===== src/rtl/smp8_pkg.sv =====
// Shared definitions for the SMP8 boot path.
//   loader_state_e : program loader FSM encoding (3-bit)
//   IMEM_DEPTH     : instruction memory depth in words
//   DW / AW        : instruction width and imem address width
package smp8_pkg;

    localparam int unsigned DW         = 8;
    localparam int unsigned AW         = 6;
    localparam int unsigned IMEM_DEPTH = 64;

    typedef enum logic [2:0] {
        StLen  = 3'd0,
        StData = 3'd1,
        StCsum = 3'd2,
        StDone = 3'd3,
        StErr  = 3'd4
    } loader_state_e;

endpackage


===== src/rtl/imem_loader.sv =====
// Boot-time program loader for the SMP8 instruction memory.
// Accepts a framed byte stream (length, N program bytes, checksum) over a
// valid/ready handshake, writes the program bytes into imem from address 0,
// and releases the core from reset only once a frame loads with a good
// checksum.
// Ports:
//   clk_i        system clock, rising edge
//   reset_i      asynchronous active-high reset
//   start_i      one-cycle pulse: abort any frame and begin a new load
//   in_valid_i   source presents a byte on in_data_i
//   in_data_i    stream byte
//   in_ready_o   loader accepts a byte this cycle
//   mem_we_o     imem write enable
//   mem_addr_o   imem write address
//   mem_wd_o     imem write data
//   cpu_reset_o  core reset, 1 = core held in reset
//   load_done_o  last frame loaded with a good checksum
//   load_err_o   last frame rejected
module imem_loader
    import smp8_pkg::*;
#(
    parameter int unsigned AW = smp8_pkg::AW,
    parameter int unsigned DW = smp8_pkg::DW
) (
    input  logic          clk_i,
    input  logic          reset_i,
    input  logic          start_i,
    input  logic          in_valid_i,
    input  logic [DW-1:0] in_data_i,
    output logic          in_ready_o,
    output logic          mem_we_o,
    output logic [AW-1:0] mem_addr_o,
    output logic [DW-1:0] mem_wd_o,
    output logic          cpu_reset_o,
    output logic          load_done_o,
    output logic          load_err_o
);

    localparam int unsigned Depth = 2 ** AW;

    loader_state_e state_q, state_d;
    logic [AW-1:0] addr_q, addr_d;
    logic [AW:0]   cnt_q, cnt_d;
    logic [DW-1:0] sum_q, sum_d;
    logic          cpu_reset_q, cpu_reset_d;
    logic          done_q, done_d;
    logic          err_q, err_d;

    logic          xfer;
    logic          len_ok;
    logic [DW-1:0] sum_next;

    // Ready is forced low while reset is asserted, not just after the edge.
    assign in_ready_o  = ~reset_i & ((state_q == StLen) | (state_q == StData) |
                                     (state_q == StCsum));
    assign xfer        = in_valid_i & in_ready_o;
    // start discards a coincident byte, so it must also suppress the write.
    assign mem_we_o    = ~reset_i & (state_q == StData) & in_valid_i & ~start_i;
    assign mem_addr_o  = addr_q;
    assign mem_wd_o    = in_data_i;
    assign cpu_reset_o = cpu_reset_q;
    assign load_done_o = done_q;
    assign load_err_o  = err_q;

    assign len_ok   = (in_data_i != '0) && (32'(in_data_i) <= 32'(Depth));
    assign sum_next = sum_q + in_data_i;

    always_comb begin
        state_d     = state_q;
        addr_d      = addr_q;
        cnt_d       = cnt_q;
        sum_d       = sum_q;
        cpu_reset_d = cpu_reset_q;
        done_d      = done_q;
        err_d       = err_q;

        if (start_i) begin
            state_d     = StLen;
            addr_d      = '0;
            cnt_d       = '0;
            sum_d       = '0;
            cpu_reset_d = 1'b1;
            done_d      = 1'b0;
            err_d       = 1'b0;
        end else if (xfer) begin
            unique case (state_q)
                StLen: begin
                    if (len_ok) begin
                        cnt_d   = in_data_i[AW:0];
                        addr_d  = '0;
                        sum_d   = '0;
                        state_d = StData;
                    end else begin
                        state_d = StErr;
                        err_d   = 1'b1;
                    end
                end
                StData: begin
                    // Saturate at the top word: a 64-byte frame must not wrap to 0.
                    if (addr_q != AW'(Depth - 1)) begin
                        addr_d = addr_q + AW'(1);
                    end
                    cnt_d = cnt_q - (AW + 1)'(1);
                    sum_d = sum_next;
                    if (cnt_q == (AW + 1)'(1)) begin
                        state_d = StCsum;
                    end
                end
                StCsum: begin
                    if (sum_next == '0) begin
                        state_d     = StDone;
                        done_d      = 1'b1;
                        cpu_reset_d = 1'b0;
                    end else begin
                        state_d = StErr;
                        err_d   = 1'b1;
                    end
                end
                default: ;
            endcase
        end
    end

    always_ff @(posedge clk_i or posedge reset_i) begin
        if (reset_i) begin
            state_q     <= StLen;
            addr_q      <= '0;
            cnt_q       <= '0;
            sum_q       <= '0;
            cpu_reset_q <= 1'b1;
            done_q      <= 1'b0;
            err_q       <= 1'b0;
        end else begin
            state_q     <= state_d;
            addr_q      <= addr_d;
            cnt_q       <= cnt_d;
            sum_q       <= sum_d;
            cpu_reset_q <= cpu_reset_d;
            done_q      <= done_d;
            err_q       <= err_d;
        end
    end

endmodule

===== config.mk =====
export PLATFORM = sky130hd
export DESIGN_NAME = imem_loader
export DESIGN_NICKNAME = d
export VERILOG_FILES = /design/src/rtl/smp8_pkg.sv /design/src/rtl/imem_loader.sv
export SDC_FILE = /design/constraint.sdc
export NUM_CORES = 1
export LEC_CHECK = 0
export BUFFER_PORTS_ARGS = -buffer_cell sky130_fd_sc_hd__buf_2
export CAP_MARGIN = 20
export CORE_UTILIZATION = 56
export DETAILED_ROUTE_END_ITERATION = 10
export PLACE_DENSITY = 0.89
export SLEW_MARGIN = 20
export SYNTH_ARGS = -nofsm -noshare
export SYNTH_HDL_FRONTEND = slang
export SYNTH_SLANG_ARGS = --single-unit
export TNS_END_PERCENT = 50

===== constraint.sdc =====
create_clock -name clk_i -period 3.1 [get_ports clk_i]
set_input_delay 0.31 -clock clk_i [delete_from_list [all_inputs] [get_ports clk_i]]
set_output_delay 0.31 -clock clk_i [all_outputs]
set_load 0.05 [all_outputs]

### Yosys cells after proc, flatten, opt, wreduce, memory -nomap -nowiden

Cells that the tools add are included.

* muxes and demuxes: 32
* bitwise operators: 9
* eq/ne operators: 9
* reductions and logical operators: 15
* $add $sub $neg: 3
* $lt $le $gt $ge: 1

Operators by type and width (number)
* $mux W6: 4
* $mux W8: 3
* $mux W7: 3
* $pmux W8 S2: 1
* $mux W3: 5
* $pmux W7 S2: 1
* $mux W1: 12
* $pmux W6 S2: 1
* $ne A3 B3 Y1 const B: 3
* $pmux W3 S3: 1
* $reduce_and A3 Y1: 3
* $add A8 B8 Y8: 1
* $le A8 B7 Y1 const B: 1
* $logic_not A8 Y1: 1
* $reduce_and A4 Y1: 2
* $reduce_bool A8 Y1: 1
* $eq A7 B1 Y1 const B: 1
* $sub A7 B1 Y7 const B: 1
* $add A6 B1 Y6 const B: 1
* $ne A3 B2 Y1 const B: 2
* $ne A6 B6 Y1 const B: 1
* $reduce_bool A2 Y1: 3
* $reduce_bool A3 Y1: 2
* $and A1 B1 Y1: 5
* other kinds (8): 10

* output and inout port bits: 19
* word-level logic and storage cells: 76
* flip-flop bits (word level): 27
* input bits: 12

### Longest topological paths before layout

Gate-level depths: netlist (run 1).

* depth after elaboration: 7
* gate-level depth with buffers: 8
* depth with buffers taken out: 8

### Worst setup path before layout (run 1)

OpenSTA, ideal clock, no wires.

* path kind: input to register
* from: in reset_i
* to: reg sum_q[5]
* arrival time: 2.736 ns
* library setup time: 0.073 ns
* cell stages on the path: 4
* setup slack: 0.291 ns
* path buffers: 0
* data required time: 3.027 ns
* cells stage by stage: inv_1 > nand2_1 > nor3_1 > a22o_1

* word-level cells in the longest chain between the ends: 5

Ends and longest elaborated chain
* from (decl): RTL line imem_loader.sv:26 `input logic reset_i,`
* $not A1 Y1: RTL line imem_loader.sv:54 `assign in_ready_o = ~reset_i & ((state_q == StLen) | (state_q == StData) |`
* $and A1 B1 Y1: RTL line imem_loader.sv:54
* $and A1 B1 Y1: RTL line imem_loader.sv:56 `assign xfer = in_valid_i & in_ready_o;`
* $reduce_bool A2 Y1 (no line)
* $reduce_and A3 Y1 (no line)
* to (signal assigned): RTL line imem_loader.sv:137 `sum_q <= sum_d;`
* to (decl): RTL line imem_loader.sv:44 `logic [DW-1:0] sum_q, sum_d;`

Every way passes these cells.
A chain may end at the register's enable or synchronous reset.

### Worst setup path in the final report (run 1)

* from: reg state_q[1]
* to: reg addr_q[3] (netlist: mem_addr_o[3])

* word-level cells in the longest chain between the ends: 7
* elaborated cells on any way between the ends: 15
* classes of those cells: eq/ne: 4; mux: 3; bitwise: 4; reduce/logical: 4

Ends and longest elaborated chain
* from (decl): RTL line imem_loader.sv:41 `loader_state_e state_q, state_d;`
* from (signal assigned): RTL line imem_loader.sv:126 `state_q <= StLen;`
* from (signal assigned): RTL line imem_loader.sv:134 `state_q <= state_d;`
* $eq A3 B1 Y1 / $logic_not A3 Y1 (equally long branches): RTL line imem_loader.sv:54, imem_loader.sv:86
* $or A1 B1 Y1 (2 in series): RTL line imem_loader.sv:54
* $and A1 B1 Y1: RTL line imem_loader.sv:54
* $and A1 B1 Y1: RTL line imem_loader.sv:56
* $reduce_bool A2 Y1 (no line)
* $reduce_and A4 Y1 (no line)
* to (signal assigned): RTL line imem_loader.sv:135 `addr_q <= addr_d;`
* to (decl): RTL line imem_loader.sv:42 `logic [AW-1:0] addr_q, addr_d;`

Several ways; a longest one is shown, not always the timed one. The select of a mux whose other input is x is not followed.

==> impl_metrics.toml, run 1 <==
[run_status]
status = "finished clean"

[synthesis]
synth.distinct_cells = 50
async_flop_share_pct = 100
ys_top_cells_by_area = "dfrtp_1, ha_1, nor2_1, o21ai_0, nand2_1"
netlist_instances = 215
syn_nets = 238
synth_edf_count = 0
synth_top_area_share_pct = 35.4
synth_seq_cells = 27
ys.flop_type = "dfrtp_1"
avgSynthCellArea_um2 = 8.54
ys_warn_count = 0
synth_area_um2 = 1840
yosysTopAreaCell = "dfrtp_1"
yosysSeqAreaShare_pct = 36.9

[timing]
period_needed_ps = 2470
max_freq_mhz = 404
rsz0062_at_grt = "false"
fin_crit_sh_pct = 79.8
finalMaxSlewViolations = 0
whs_ps = 39.0
tns_ps = 0
worst_pin_slew_ps = 734
relSlewSlack_pct = 50.9
finClkSkew_ps = 6.09
setup_violations = 0
fin_ws_ps = 627
hold_violations = 0

[worst_setup_path]
worstSetupPathType = "flip-flop to flip-flop"
crit_chain = "or4_1, a21o_1, a31oi_4, o21ai_2, or4b_1, a21oi_1"
worst_setup_path_end_kind = "flip-flop"
path_buf_inv = 0
crit_required_ps = 3380
slowest_stage = "or4_1"
arrival_ps = 2750
rrSetupSlack_ps = 630
reg2regPathDepth = 6
regToRegStartpoint = "state_q[1]"
crit_family = "simple AND/OR/NAND/NOR gates"
cpPeakStageDelay_ps = 540
critPathLaunchType = "flip-flop"
rr_endpoint = "mem_addr_o[3]"
path_max_fanout = 12

[clock_network]
cts_tree = "built"
post_cts_resized = 0
clk_latency_ps = 340
htreeDepth = 1
clock-sinks = 27
clk_path_buf_depth = 2
postCtsSetupRepairBufs = 0
cts_hold_buf = 0
clockRootBuffer = "clkbuf_4"
cts_buffers = 3
path_clk_slew_ps = 160

[detailed_routing]
num_vias = 1716
drt-total-wl_mm = 4.31
wl_per_cell_um = 15.4
first_pass_iters = 5
postRouteAntennaNets = 0
viasPerCell = 6.15
drcViolationCount = 0
drtIter0Drc = 112

[placed_design]
dp_hpwl_mm = 3.23
port_buffers = 30
dp.cells = 275
dp_slack_ps = 641
gp_congestion = 0.883

[power]
power.density_nw_per_um2 = 361
vdd_drop_max_mv = 0.243
power_leakage_uw = 0.000926

[cells_and_area]
num_antenna_cells = 0
nets = 259
multi_input_area_um2 = 1030
fill_cells = 285
final_util_pct = 64.8
final_cells = 279
areaGrowthSynthToFinish_pct = 8.66
regArea_um2 = 677
drive_gt1_share_pct = 17.9

[job]
max_cap_viol_count = 0

[floorplan]
fp.coreArea_um2 = 3080
io_pins = 31
die-area_um2 = 3510
dieHeight_um = 59.3
die_x_um = 59.3
initial_utilization_pct = 59.6
rows = 20

[global_route]
grt_pass1_wl_mm = 7.16
grt_antenna_before_repair = 0
grt_overflow = 0
grt_max_degree = 29
grtUsageTotal_pct = 26.9
grt_pass1_vias = 1572

[min_path]
min_path_type = "input pin to async pin"
## per-layer routing
metal,GRT usage [%],share of wire (%),vias to the layer above
li1,-,-,828
met1,38.2,44,806
met2,42.1,48,75
met3,2.84,6.4,7
met4,10.5,1.4,0
met5,0,0,-
## worst max path at each step
| stage | from | end | depth (start not counted) | slack (ps) |
|---|---|---|---|---|
| 6_report | state_q[1] | mem_addr_o[3] | 6 | 630 |
| 5_1_grt | sum_q[4] | load_done_o | 7 | 420 |
| 4_1_cts | state_q[1] | mem_addr_o[3] | 6 | 640 |
| 3_5_place_dp | in_data_i[5] | mem_addr_o[3] | 7 | 640 |
| 3_3_place_gp | in_data_i[0] | load_err_o | 9 | 680 |
| 2_1_floorplan | reset_i | sum_q[5] | 4 | 290 |
## cell type report
| class | count | area share [%] |
|---|---|---|
| Multi-Input combinational cell | 163 | 51.8 |
| Sequential cell | 27 | 33.9 |
| Timing Repair Buffer | 32 | 8.28 |
| Tap cell | 44 | 2.76 |
| Inverter | 9 | 1.69 |
| Clock buffer | 3 | 1.13 |
| Clock inverter | 1 | 0.376 |
## through the flow
step | total power [uW] | area (um^2)
final | 719 | 1990
after global routing | 754 | 1990
after CTS | 721 | 1990
after detailed placement | 557 | 1960
after global placement | 552 | 1960
after floorplan | 515 | 1840
## kinds of logic (layout without fill, tap and decap cells)
group,count (synthesis),count (layout),synth area share (%)
buffers and inverters,25,45,6.82
adder cells (fa/ha/maj),11,11,7.91
flip-flops,27,27,36.9
AO/OA/AOI/OAI,66,66,24.4
XOR/XNOR,7,7,3.34
AND/OR/NAND/NOR,79,79,20.7
## state kept, by name, indices dropped and copies added, names as in the netlist
name and flops:
cpu_reset_o 1, mem_addr_o 6, load_err_o 1, sum_q 8
state_q 3, cnt_q 7, load_done_o 1
## synth_stat cells (3+ instances only)
| cell | instances |
|---|---|
| clkbuf_1 | 6 |
| nand3_1 | 7 |
| nor3_1 | 5 |
| nand4_1 | 3 |
| nor2_1 | 25 |
| or4_1 | 3 |
| a31oi_1 | 4 |
| o21ai_0 | 18 |
| inv_1 | 9 |
| ha_1 | 10 |
| a21oi_1 | 15 |
| dfrtp_1 | 26 |
| buf_4 | 8 |
| a22o_1 | 3 |
| xor2_1 | 4 |
| nand2_1 | 22 |
| xnor2_1 | 3 |
| a211oi_1 | 5 |
| nor4_1 | 4 |
## power breakdown
| group | switching (uW) | internal (uW) | total, uW |
|---|---|---|---|
| Combinational | 125 | 55.1 | 180 |
| Clock | 118 | 49.6 | 167 |
| Sequential | 10.1 | 362 | 373 |
## tightest hold or removal path, stage by stage
cell and delay [ps]:
buf_2 100, inv_1 60, buf_4 340
## cell usage in the layout, fill, tap and decap left out, types with 3 or more instances in the layout
cell type and n:
a211oi_1 5, a21oi_1 15, a22o_1 3, a31oi_1 4
buf_2 30, clkbuf_4 3, dfrtp_1 26, ha_1 10
inv_1 9, nand2_1 22, nand3_1 7, nand4_1 3
nor2_1 25, nor3_1 5, nor4_1 4, o21ai_0 18
or4_1 3, xnor2_1 3, xor2_1 4
No activity file was read; power rests on OpenSTA's default activity.
==> run 2: changes to the inputs <==
CORE_UTILIZATION = 50   (was 56)
PLACE_DENSITY = 0.84   (was 0.89)
clock period = 2.1 ns   (was 3.1 ns; I/O delays follow)
==> run 2 against run 1 <==
Net effect:
- the flow now finishes with violations (setup timing)
- maximum frequency rose by 12%
- global-route usage fell by 2.0 points
- register-to-register slack got worse by 730 ps
- clock-buffer cell count rose by 1
- clock power rose by 43%
- flip-flop and latch count did not move
- critical path depth rose by 2
- utilization rose by 5.1 points
- cell count rose by 13%
- combinational power rose by 96%
- largest cell class unchanged
==> impl_metrics.toml, run 2 (synthesis gave the netlist of run 1 again) <==
[cells_and_area]
final_common_cell = "buf_4"
design_area_um2 = 2390
final_cell_mix = "buf_4, buf_2, dfrtp_1"
regArea_um2 = 677
drive_gt1_share_pct = 34.7
regMostFlops = "sum_q"
areaGrowthSynthToFinish_pct = 30.0
nets = 292
final_cells = 314
fill_cells = 275
num_antenna_cells = 0
largest_reg_flops = 8
multi_input_area_um2 = 1170

[worst_setup_path]
arrival_ps = 2440
crit_chain = "ha_4, fa_2, a211oi_2, nor2_1, xor2_1, nor3_1, nand3_2, a221o_1"
worstSetupPathType = "flip-flop to flip-flop"
worst_setup_path_end_kind = "flip-flop"
cpPeakStageDelay_ps = 440
path_max_fanout = 3
crit_required_ps = 2340
crit_family = "adder cells"
slowest_stage = "dfrtp_1"
critPathLaunchType = "flip-flop"
path_buf_inv = 0

[clock_network]
clock-sinks = 27
cts_tree = "built"
cts_buffers = 3
clk_path_buf_depth = 2
path_clk_slew_ps = 160
htreeDepth = 1
clockRootBuffer = "clkbuf_4"
clk_latency_ps = 330

[run_status]
status = "finished with violations"
violations = "setup timing"

[detailed_routing]
first_pass_iters = 4
num_vias = 1844
drtIter0Drc = 147
wl_per_cell_um = 15.9
viasPerCell = 5.87
drcViolationCount = 0
drt-total-wl_mm = 5.01
postRouteAntennaNets = 0

[global_route]
grt_max_degree = 23
grt_overflow = 0
grt_pass1_wl_mm = 7.77
grt_pass1_vias = 1689
grtUsageTotal_pct = 24.9
grt_antenna_before_repair = 0

[timing]
worst_pin_slew_ps = 460
setup_violations = 6
rsz0062_at_grt = "true"
fin_crit_sh_pct = 105
fin_ws_ps = -99.1
finClkSkew_ps = 10.7
relSlewSlack_pct = 69.4
max_freq_mhz = 455
whs_ps = 268
hold_violations = 0
finalMaxSlewViolations = 0
period_needed_ps = 2200
tns_ps = -452

[floorplan]
die-area_um2 = 3920
die_x_um = 62.6
io_pins = 31
initial_utilization_pct = 53.7
rows = 21
fp.coreArea_um2 = 3420
dieHeight_um = 62.6

[job]
max_cap_viol_count = 0

[power]
power_leakage_uw = 0.00113
power.density_nw_per_um2 = 478
power_uw = 1140
vdd_drop_max_mv = 0.282

[placed_design]
dp_hpwl_mm = 3.47
dp.cells = 306
port_buffers = 30
place_area_um2 = 2200
gp_congestion = 0.872

[min_path]
min_path_type = "input pin to flip-flop"
[run 2: layout make-up]
type                    count  area share (%)
inverters                   9            1.42
multi-input cells         163            49.2
clock buffers               4            1.10
flip-flops and latches     27            28.4
repair buffers             65            17.5
well taps                  46            2.41
[run 2: per-stage QoR]
step,util [%],worst slack [ps]
global placement,64.3,-157
floorplan,-,-116
global route,69.9,-181
detailed placement,64.3,-251
CTS,67.2,-91.2
finish,69.9,-99.1
[run 2: path summary, 6_finish.rpt]
kind                                to  cells past startpoint         start  slack, ps
max                         load_err_o                      8      sum_q[0]       -100
min                           cnt_q[6]                      5  in_data_i[6]        270
max reg2reg                 load_err_o                      8      sum_q[0]       -100
min reg2reg                   sum_q[4]                      2      sum_q[4]        510
max in group asynchronous  cpu_reset_o                      4       reset_i       1350
min in group asynchronous   state_q[2]                      4       reset_i        470
[run 2: per-layer routing]
layer	vias up	routed length [um]	global-route usage, %	share of wire, %
met5	-	0	0	0
met4	0	29	7.27	0.58
met3	5	245	2.01	4.9
met2	63	2450	42.3	49
met1	887	2280	34.0	46
li1	889	-	-	-
[run 2: repair_timing]
| action | 4_1_cts | 5_1_grt |
|---|---|---|
| endpoints found under the setup margin | 8 | 16 |
| gates cloned | 0 | 0 |
| hold buffers | 1 | 0 |
| buffers inserted | 2 | 1 |
| pin swaps | 13 | 11 |
| hold endpoints to repair | 26 | 0 |
| gates resized for setup | 10 | 13 |
[run 2: tightest hold or removal path, stage by stage]
cell and delay [ps]:
buf_2 150, nand2_1 70, nand2_1 40, nand2_1 50, a21oi_1 50
[run 2: power by group]
part / leakage (uW) / total [uW] / switching [uW] / internal, uW
sequential: 0.000370 / 548 / 13.4 / 535
combinational: 0.000742 / 353 / 216 / 136
clock: 0.0000150 / 239 / 164 / 74.6
total: 0.00113 / 1140 / 394 / 746
